[config.mk]
export PLATFORM = sky130hd
export DESIGN_NAME = alu_share_ctrl
export DESIGN_NICKNAME = d
export VERILOG_FILES = /design/src/rtl/alu_pkg.sv /design/src/rtl/rr_arb2.sv /design/src/rtl/alu_share_ctrl.sv
export SDC_FILE = /design/constraint.sdc
export NUM_CORES = 1
export LEC_CHECK = 0
export ABC_AREA = 1
export CAP_MARGIN = 10
export CORE_AREA = 2 2 210 212
export CTS_BUF_LIST = sky130_fd_sc_hd__clkbuf_16
export CTS_CLUSTER_SIZE = 10
export DETAILED_ROUTE_END_ITERATION = 16
export DIE_AREA = 0 0 212 214
export PLACE_DENSITY_LB_ADDON = 0.1
export RECOVER_POWER = 25
export SYNTH_ARGS = -nofsm -noshare
export SYNTH_HDL_FRONTEND = slang
export SYNTH_HIERARCHICAL = 1
export SYNTH_SLANG_ARGS = --single-unit
export TNS_END_PERCENT = 30
[constraint.sdc]
create_clock -name clk -period 8.29 [get_ports clk]
set_clock_uncertainty 0.05 [all_clocks]
set_input_delay 1.658 -clock clk [delete_from_list [all_inputs] [get_ports clk]]
set_output_delay 1.658 -clock clk [all_outputs]
set_load 0.005 [all_outputs]
[src/rtl/alu_pkg.sv]
// Shared constants and types for the ALU sharing controller.
package alu_pkg;

  localparam int unsigned DATA_W = 64;
  localparam int unsigned OP_W   = 5;
  localparam int unsigned FLAG_W = 4;
  localparam int unsigned CNT_W  = 4;

  localparam logic [OP_W-1:0] OP_ADD    = 5'b00000;
  localparam logic [OP_W-1:0] OP_SUB    = 5'b00001;
  localparam logic [OP_W-1:0] OP_MUL    = 5'b00010;
  localparam logic [OP_W-1:0] OP_MSW    = 5'b00011;
  localparam logic [OP_W-1:0] OP_DIV    = 5'b00100;
  localparam logic [OP_W-1:0] OP_REM    = 5'b00101;
  localparam logic [OP_W-1:0] OP_PASS_S = 5'b10010;

  // Flag vector bit order is {N,Z,C,V}
  localparam int unsigned FLAG_N = 3;
  localparam int unsigned FLAG_Z = 2;
  localparam int unsigned FLAG_C = 1;
  localparam int unsigned FLAG_V = 0;
  localparam logic [FLAG_W-1:0] FLAGS_ERR = 4'b0100;

  typedef enum logic [1:0] {
    ST_IDLE = 2'd0,
    ST_EXEC = 2'd1,
    ST_RESP = 2'd2
  } state_t;

  function automatic logic is_muldiv(input logic [OP_W-1:0] op);
    return (op == OP_MUL) || (op == OP_DIV);
  endfunction

  // MSW/REM read ALU-internal state left behind by the last MUL/DIV
  function automatic logic needs_owner(input logic [OP_W-1:0] op);
    return (op == OP_MSW) || (op == OP_REM);
  endfunction

endpackage

[src/rtl/rr_arb2.sv]
// Two-way round-robin arbiter; the requester that did not win last time wins a tie.
module rr_arb2 (
  input  logic clk,
  input  logic reset,
  input  logic en,
  input  logic valid0,
  input  logic valid1,
  output logic grant_c,
  output logic accept_c
);

  logic last_grant;

  always_comb begin
    grant_c  = (valid0 && valid1) ? ~last_grant : valid1;
    accept_c = en && (valid0 || valid1);
  end

  always_ff @(posedge clk or posedge reset) begin
    if (reset) begin
      last_grant <= 1'b1;
    end else if (accept_c) begin
      last_grant <= grant_c;
    end
  end

endmodule

[src/rtl/alu_share_ctrl.sv]
// Shares one multi-cycle ALU between two requesters, holding operands for a
// latency window and tracking which requester owns the product/remainder state.
module alu_share_ctrl
  import alu_pkg::*;
#(
  parameter int unsigned ALU_LAT    = 1,
  parameter int unsigned MULDIV_LAT = 4
) (
  input  logic              clk,
  input  logic              reset,
  input  logic              req0_valid,
  input  logic              req1_valid,
  output logic              req0_ready,
  output logic              req1_ready,
  input  logic [OP_W-1:0]   req0_op,
  input  logic [OP_W-1:0]   req1_op,
  input  logic [DATA_W-1:0] req0_r,
  input  logic [DATA_W-1:0] req0_s,
  input  logic [DATA_W-1:0] req1_r,
  input  logic [DATA_W-1:0] req1_s,
  output logic [DATA_W-1:0] alu_r,
  output logic [DATA_W-1:0] alu_s,
  output logic [OP_W-1:0]   alu_op,
  input  logic [DATA_W-1:0] alu_y,
  input  logic              alu_n,
  input  logic              alu_z,
  input  logic              alu_c,
  input  logic              alu_v,
  output logic              rsp_valid,
  input  logic              rsp_ready,
  output logic              rsp_id,
  output logic [DATA_W-1:0] rsp_y,
  output logic [FLAG_W-1:0] rsp_flags,
  output logic              rsp_err,
  output logic              busy
);

  state_t             state, state_nxt;
  logic [CNT_W-1:0]   count;
  logic               owner, owner_valid;
  logic               grant, accept, idle;
  logic [OP_W-1:0]    win_op;
  logic [DATA_W-1:0]  win_r, win_s;
  logic               win_err;
  logic [FLAG_W-1:0]  alu_flags;

  rr_arb2 u_arb (
    .clk      (clk),
    .reset    (reset),
    .en       (idle),
    .valid0   (req0_valid),
    .valid1   (req1_valid),
    .grant_c  (grant),
    .accept_c (accept)
  );

  // Winner mux and reject decision
  always_comb begin
    win_op  = grant ? req1_op : req0_op;
    win_r   = grant ? req1_r  : req0_r;
    win_s   = grant ? req1_s  : req0_s;
    win_err = ((win_op == OP_DIV) && (win_s == '0)) ||
              (needs_owner(win_op) && !(owner_valid && (owner == grant)));
    req0_ready = accept && !grant;
    req1_ready = accept && grant;
    alu_flags = '0;
    alu_flags[FLAG_N] = alu_n;
    alu_flags[FLAG_Z] = alu_z;
    alu_flags[FLAG_C] = alu_c;
    alu_flags[FLAG_V] = alu_v;
  end

  always_ff @(posedge clk or posedge reset) begin
    if (reset) state <= ST_IDLE;
    else       state <= state_nxt;
  end

  always_comb begin
    state_nxt = state;
    idle      = 1'b0;
    rsp_valid = 1'b0;
    busy      = 1'b1;
    case (state)
      ST_IDLE: begin
        idle = 1'b1;
        busy = 1'b0;
        if (accept) state_nxt = win_err ? ST_RESP : ST_EXEC;
      end
      ST_EXEC: begin
        if (count == '0) state_nxt = ST_RESP;
      end
      ST_RESP: begin
        rsp_valid = 1'b1;
        if (rsp_ready) state_nxt = ST_IDLE;
      end
      default: state_nxt = ST_IDLE;
    endcase
  end

  // Operand hold, latency counter, response capture and ownership
  always_ff @(posedge clk or posedge reset) begin
    if (reset) begin
      alu_r       <= '0;
      alu_s       <= '0;
      alu_op      <= OP_PASS_S;
      count       <= '0;
      rsp_id      <= 1'b0;
      rsp_y       <= '0;
      rsp_flags   <= '0;
      rsp_err     <= 1'b0;
      owner       <= 1'b0;
      owner_valid <= 1'b0;
    end else if (accept) begin
      rsp_id <= grant;
      if (win_err) begin
        rsp_err   <= 1'b1;
        rsp_y     <= '0;
        rsp_flags <= FLAGS_ERR;
      end else begin
        alu_r  <= win_r;
        alu_s  <= win_s;
        alu_op <= win_op;
        count  <= is_muldiv(win_op) ? CNT_W'(MULDIV_LAT - 1) : CNT_W'(ALU_LAT - 1);
      end
    end else if (state == ST_EXEC) begin
      if (count != '0) begin
        count <= count - CNT_W'(1);
      end else begin
        rsp_y     <= alu_y;
        rsp_flags <= alu_flags;
        rsp_err   <= 1'b0;
        if (is_muldiv(alu_op)) begin
          owner_valid <= 1'b1;
          owner       <= rsp_id;
        end
      end
    end
  end

endmodule
Word level (Yosys, flattened, before mapping)
Index checks and enable logic that the tools add are counted.

Bits in read-only memories: 0. Memories kept: 0. Register bits after elaboration: 212. Output and inout bits: 207. Bits in latches: 0. Input bits: 339. Logic and storage cells: 86. Memory bits (writable): 0.

$lt $le $gt $ge: 0. Add/sub/neg operators: 1. Reduce and logical (&&, ||, !) cells: 25. Equality and inequality tests: 15. Bitwise logic cells: 4. Shifts and indexed selects: 0. Multipliers: 0. Divide/modulo/power cells: 0. Mux-type cells: 29.

Operator list (number): $mux 64 (6); $logic_not 64->1 (1); $mux 4 (8); $eq 5x2->1 const B (3); $eq 5x3->1 const B (3); $mux 2 (5); $ne 2x2->1 const B (5); $reduce_and 3->1 (3); $mux 1 (8); $logic_and 1x1->1 (7); $pmux 2 s3 (1); $logic_or 1x1->1 (5); $mux 5 (1); $logic_not 4->1 (1); $not 1->1 (4); $reduce_and 4->1 (1); $reduce_bool 2->1 (2); $reduce_bool 4->1 (1); $sub 4x1->4 const B (1); $eq 2x1->1 const B (1); $eq 2x2->1 const B (1); $logic_not 1->1 (2); $logic_not 2->1 (1); $ne 2x1->1 const B (1); other kinds (2) (2).

Depth between registers and ports, before layout
Depth in word-level cells: 10. Mapped depth: 20. Mapped depth without buffers: 16.

Modules after synthesis
Netlist, hierarchy kept.

Modules (own cells, without submodules): alu_share_ctrl (times used 1, cells each 1430, seq. area each 5282.6 µm², area each 10598.9 µm²); rr_arb2 (times used 1, cells each 9, seq. area each 26.3 µm², area each 66.3 µm²).

Worst setup path after synthesis
Ideal clock, no wire load.

Path kind: input-to-output. From: input port req1_valid. To: output port req1_ready. Buffers on the path: 4. Data required time: 6582 ps. Slack: 3911 ps. Data arrival time: 2671 ps. Stages: 7. Cells stage by stage: a21boi_1 -> buf_4 -> buf_6 -> buf_4 -> clkbuf_1 -> nand2_1 -> inv_1.

Longest elaborated chain between the ends: 3. Elaborated cells between the ends (all ways): 5. Those cells by class: mux (1); reduce/logical (4).

RTL lines: from (decl) (line alu_share_ctrl.sv:12) `input logic req1_valid,`; $logic_and 1x1->1 or $logic_or 1x1->1 (tied branches) (line rr_arb2.sv:15, rr_arb2.sv:16); $mux 1 or $logic_and 1x1->1 (tied branches) (line rr_arb2.sv:15, rr_arb2.sv:16); $logic_and 1x1->1 * (line alu_share_ctrl.sv:65) `req1_ready = accept && grant;`; to (decl) (line alu_share_ctrl.sv:14) `output logic req1_ready,`.

Every way passes the cells marked *; elsewhere a longest branch is shown, timed or not.

Worst setup path after layout
From: input port req0_valid. To: output port req1_ready.

Longest elaborated chain between the ends: 3. Elaborated cells between the ends (all ways): 5. Those cells by class: mux (1); reduce/logical (4).

RTL lines: from (decl) (line alu_share_ctrl.sv:11) `input logic req0_valid,`; $logic_and 1x1->1 (line rr_arb2.sv:15) `grant_c = (valid0 && valid1) ? ~last_grant : valid1;`; $mux 1 (line rr_arb2.sv:15); net grant (line alu_share_ctrl.sv:41) `logic grant, accept, idle;`; $logic_and 1x1->1 (line alu_share_ctrl.sv:65).

The timed path passes the listed nets, and every way through them passes these cells.

==> out/metrics.csv <==
metric,value,unit
ys_seq_area_share,49.8,%
slew_headroom,-190,%
clk_pin_slew_worst_paths,0.05,ns
synth_area_per_cell,7.41,sq um
dieHeight,214,um
die-area,0.0454,sq mm
total_power,5.64,mW
track_usage,19.5,%
synth_edf_count,0,
num_rows,76,
drive_gt1_share,6.38,%
syn_inst,1439,
min_path_type,reg -> reg,
worstPathArrival,4.88,ns
htreeDepth,1,
setup_viol,0,
ir_drop,0.214,mV
worst_pin_slew,4.35,ns
yosys_warnings,6,
core-area,0.0429,sq mm
wl_per_cell,17.7,um
rsz0062_at_grt,false,
clkLatencyLatePin,0.55,ns
status,"complete, but fails checks",
route.met3.wl,3340,um
die_x,212,um
ant_nets,0,
fin_crit_sh,79.5,%
grt_start_max_net_pins,110,
ios,546,
ys_ff_latch,212,
p_leak,8.48,nW
first_pass_iters,4,
met2_length,22100,um
cp_max_fo,83,
top_layer_used,met4,
synthToLayoutAreaGrowth,63.0,%
fin_nets,2279,
antenna_found_initial,0,
end_kind,primary output,
fin_tns_setup,0,ns
critPathRequiredTime,6.58,ns
postCtsSetupRepairBufs,0,
worstSetupPathType,in -> out,
maxCapViolCount,1,
hold_viol_final,0,
dr_total_vias,10922,
powerDensity,325,mW/mm^2
layout_commonest_cell,nand2_1,
hold_buffers,0,
overflow,0,
finalWirelength,45100,um
min_period,6.59,ns
synth_ff_type,dfrtp_1,
clockRootBuffer,clkbuf_16,
gp_congestion,0.788,
drc,0,
clock_path_buffers,3,
syn_nets,1780,
cts_resized,0,
synthArstFlopShare,100,%
first_iter_violations,504,
layout_common_cells,"nand2_1 (650), clkdlybuf4s50_1 (494), dfrtp_1 (209)",
grt_pass1_wl,68000,um
io_buffers,545,
slew_violations,107,
start_kind,input port,
vias_per_cell,4.29,
grt_pass1_vias,11265,
cts.sinks,212,
synth_cell_types,30,
start_util,24.9,%
met1_length,18400,um
dpl.hpwl,33200,um
fmax,0.152,GHz
netlist_area,0.0107,sq mm
cts_tree,yes,
cts-buffers-inserted,28,
failed_checks,"max-capacitance violations, max-slew violations",
[sequential cells by signal, summed over array words and instances (netlist names)]
name / flops
alu_r: 64
alu_s: 64
rsp_y: 64
alu_op: 5
count: 4
rsp_flags: 4
state: 2
owner: 1
owner_valid: 1
rsp_err: 1
rsp_id: 1
u_arb/last_grant: 1
[cell families (layout without fill, tap and decap cells)]
kind of cell / count (synthesis) / after routing / share of synthesized area, %
and+or+nand+nor: 919 / 919 / 35.2
adders and majority gates: 2 / 2 / 0.235
buffers and inverters: 194 / 713 / 7.71
muxes: 3 / 3 / 0.282
AOI/OAI and AO/OA: 108 / 108 / 6.70
xor gates and xnor gates: 1 / 1 / 0.0821
other: 0 / 1 / 0
DFF: 212 / 212 / 49.8
[critical path: stages]
cell	delay, ns
dlygate4sd3_1	0.60
a21boi_4	0.21
buf_4	0.70
buf_4	0.66
nand2_1	0.31
inv_1	0.11
clkdlybuf4s50_1	0.51
[cells in the mapped netlist (3+ instances only)]
library cell	instances	area, sq um
or2_2	68	425
nand4_1	7	43.8
mux2i_1	3	30.0
o21ai_0	31	155
nand2_2	4	25.0
clkbuf_1	43	161
nand3_1	77	385
nor2_1	109	409
dfstp_2	3	78.8
inv_1	104	390
o211ai_1	65	488
buf_6	5	56.3
buf_4	5	37.5
o21ai_1	6	30.0
buf_2	28	140
buf_1	7	26.3
nand2_1	650	2440
dfrtp_1	209	5230
[final timing paths]
| kind | startpoint | to | slack [ns] | cells past startpoint |
|---|---|---|---|---|
| min in group asynchronous | reset | u_arb/last_grant | 1.52 | 2 |
| min | owner_valid | owner_valid | 0.40 | 2 |
| min reg2reg | owner_valid | owner_valid | 0.40 | 2 |
| max in group asynchronous | reset | count[3] | 2.40 | 3 |
| max | req0_valid | req1_ready | 1.70 | 7 |
| max reg2reg | u_arb/last_grant | rsp_y[57] | 3.59 | 18 |
[metrics by stage]
| step | hold slack [ns] | utilization, % | cell area (sq um) | setup WS (ns) | cells |
|---|---|---|---|---|---|
| finish | 0.400 | 40.5 | 17400 | 1.70 | 2544 |
| CTS | 0.405 | 40.5 | 17400 | 1.67 | 2543 |
| detailed placement | 0.392 | 38.6 | 16600 | 1.68 | 2493 |
| global placement | 0.384 | 38.6 | 16600 | 1.73 | 2493 |
| global route | 0.432 | 40.5 | 17400 | 1.43 | 2543 |
| floorplan | 0.373 | - | 10700 | 0.819 | 1439 |
[final cells by class]
class                      count  area (sq um)
multi-input combinational   1033          4550
clock buffer                  29           726
sequential                   212          5310
inverter                     106           403
antenna                        1          2.50
tap                          585           732
fill                        4408         25500
clock inverter                21           109
timing repair buffer         557          5550
[per-layer routing]
| layer | global-route usage, % | up-vias |
|---|---|---|
| li1 | - | 5442 |
| met1 | 23.4 | 5076 |
| met2 | 33.8 | 339 |
| met3 | 5.41 | 65 |
| met4 | 5.63 | 0 |
| met5 | 0 | - |
[power breakdown]
group	internal [mW]	total [mW]	switching, mW
sequential	1.53	1.81	0.276
clock	0.653	1.12	0.465
combinational	1.29	2.72	1.43
total	3.47	5.64	2.17
Note: power is estimated with default switching activity, not from simulation.
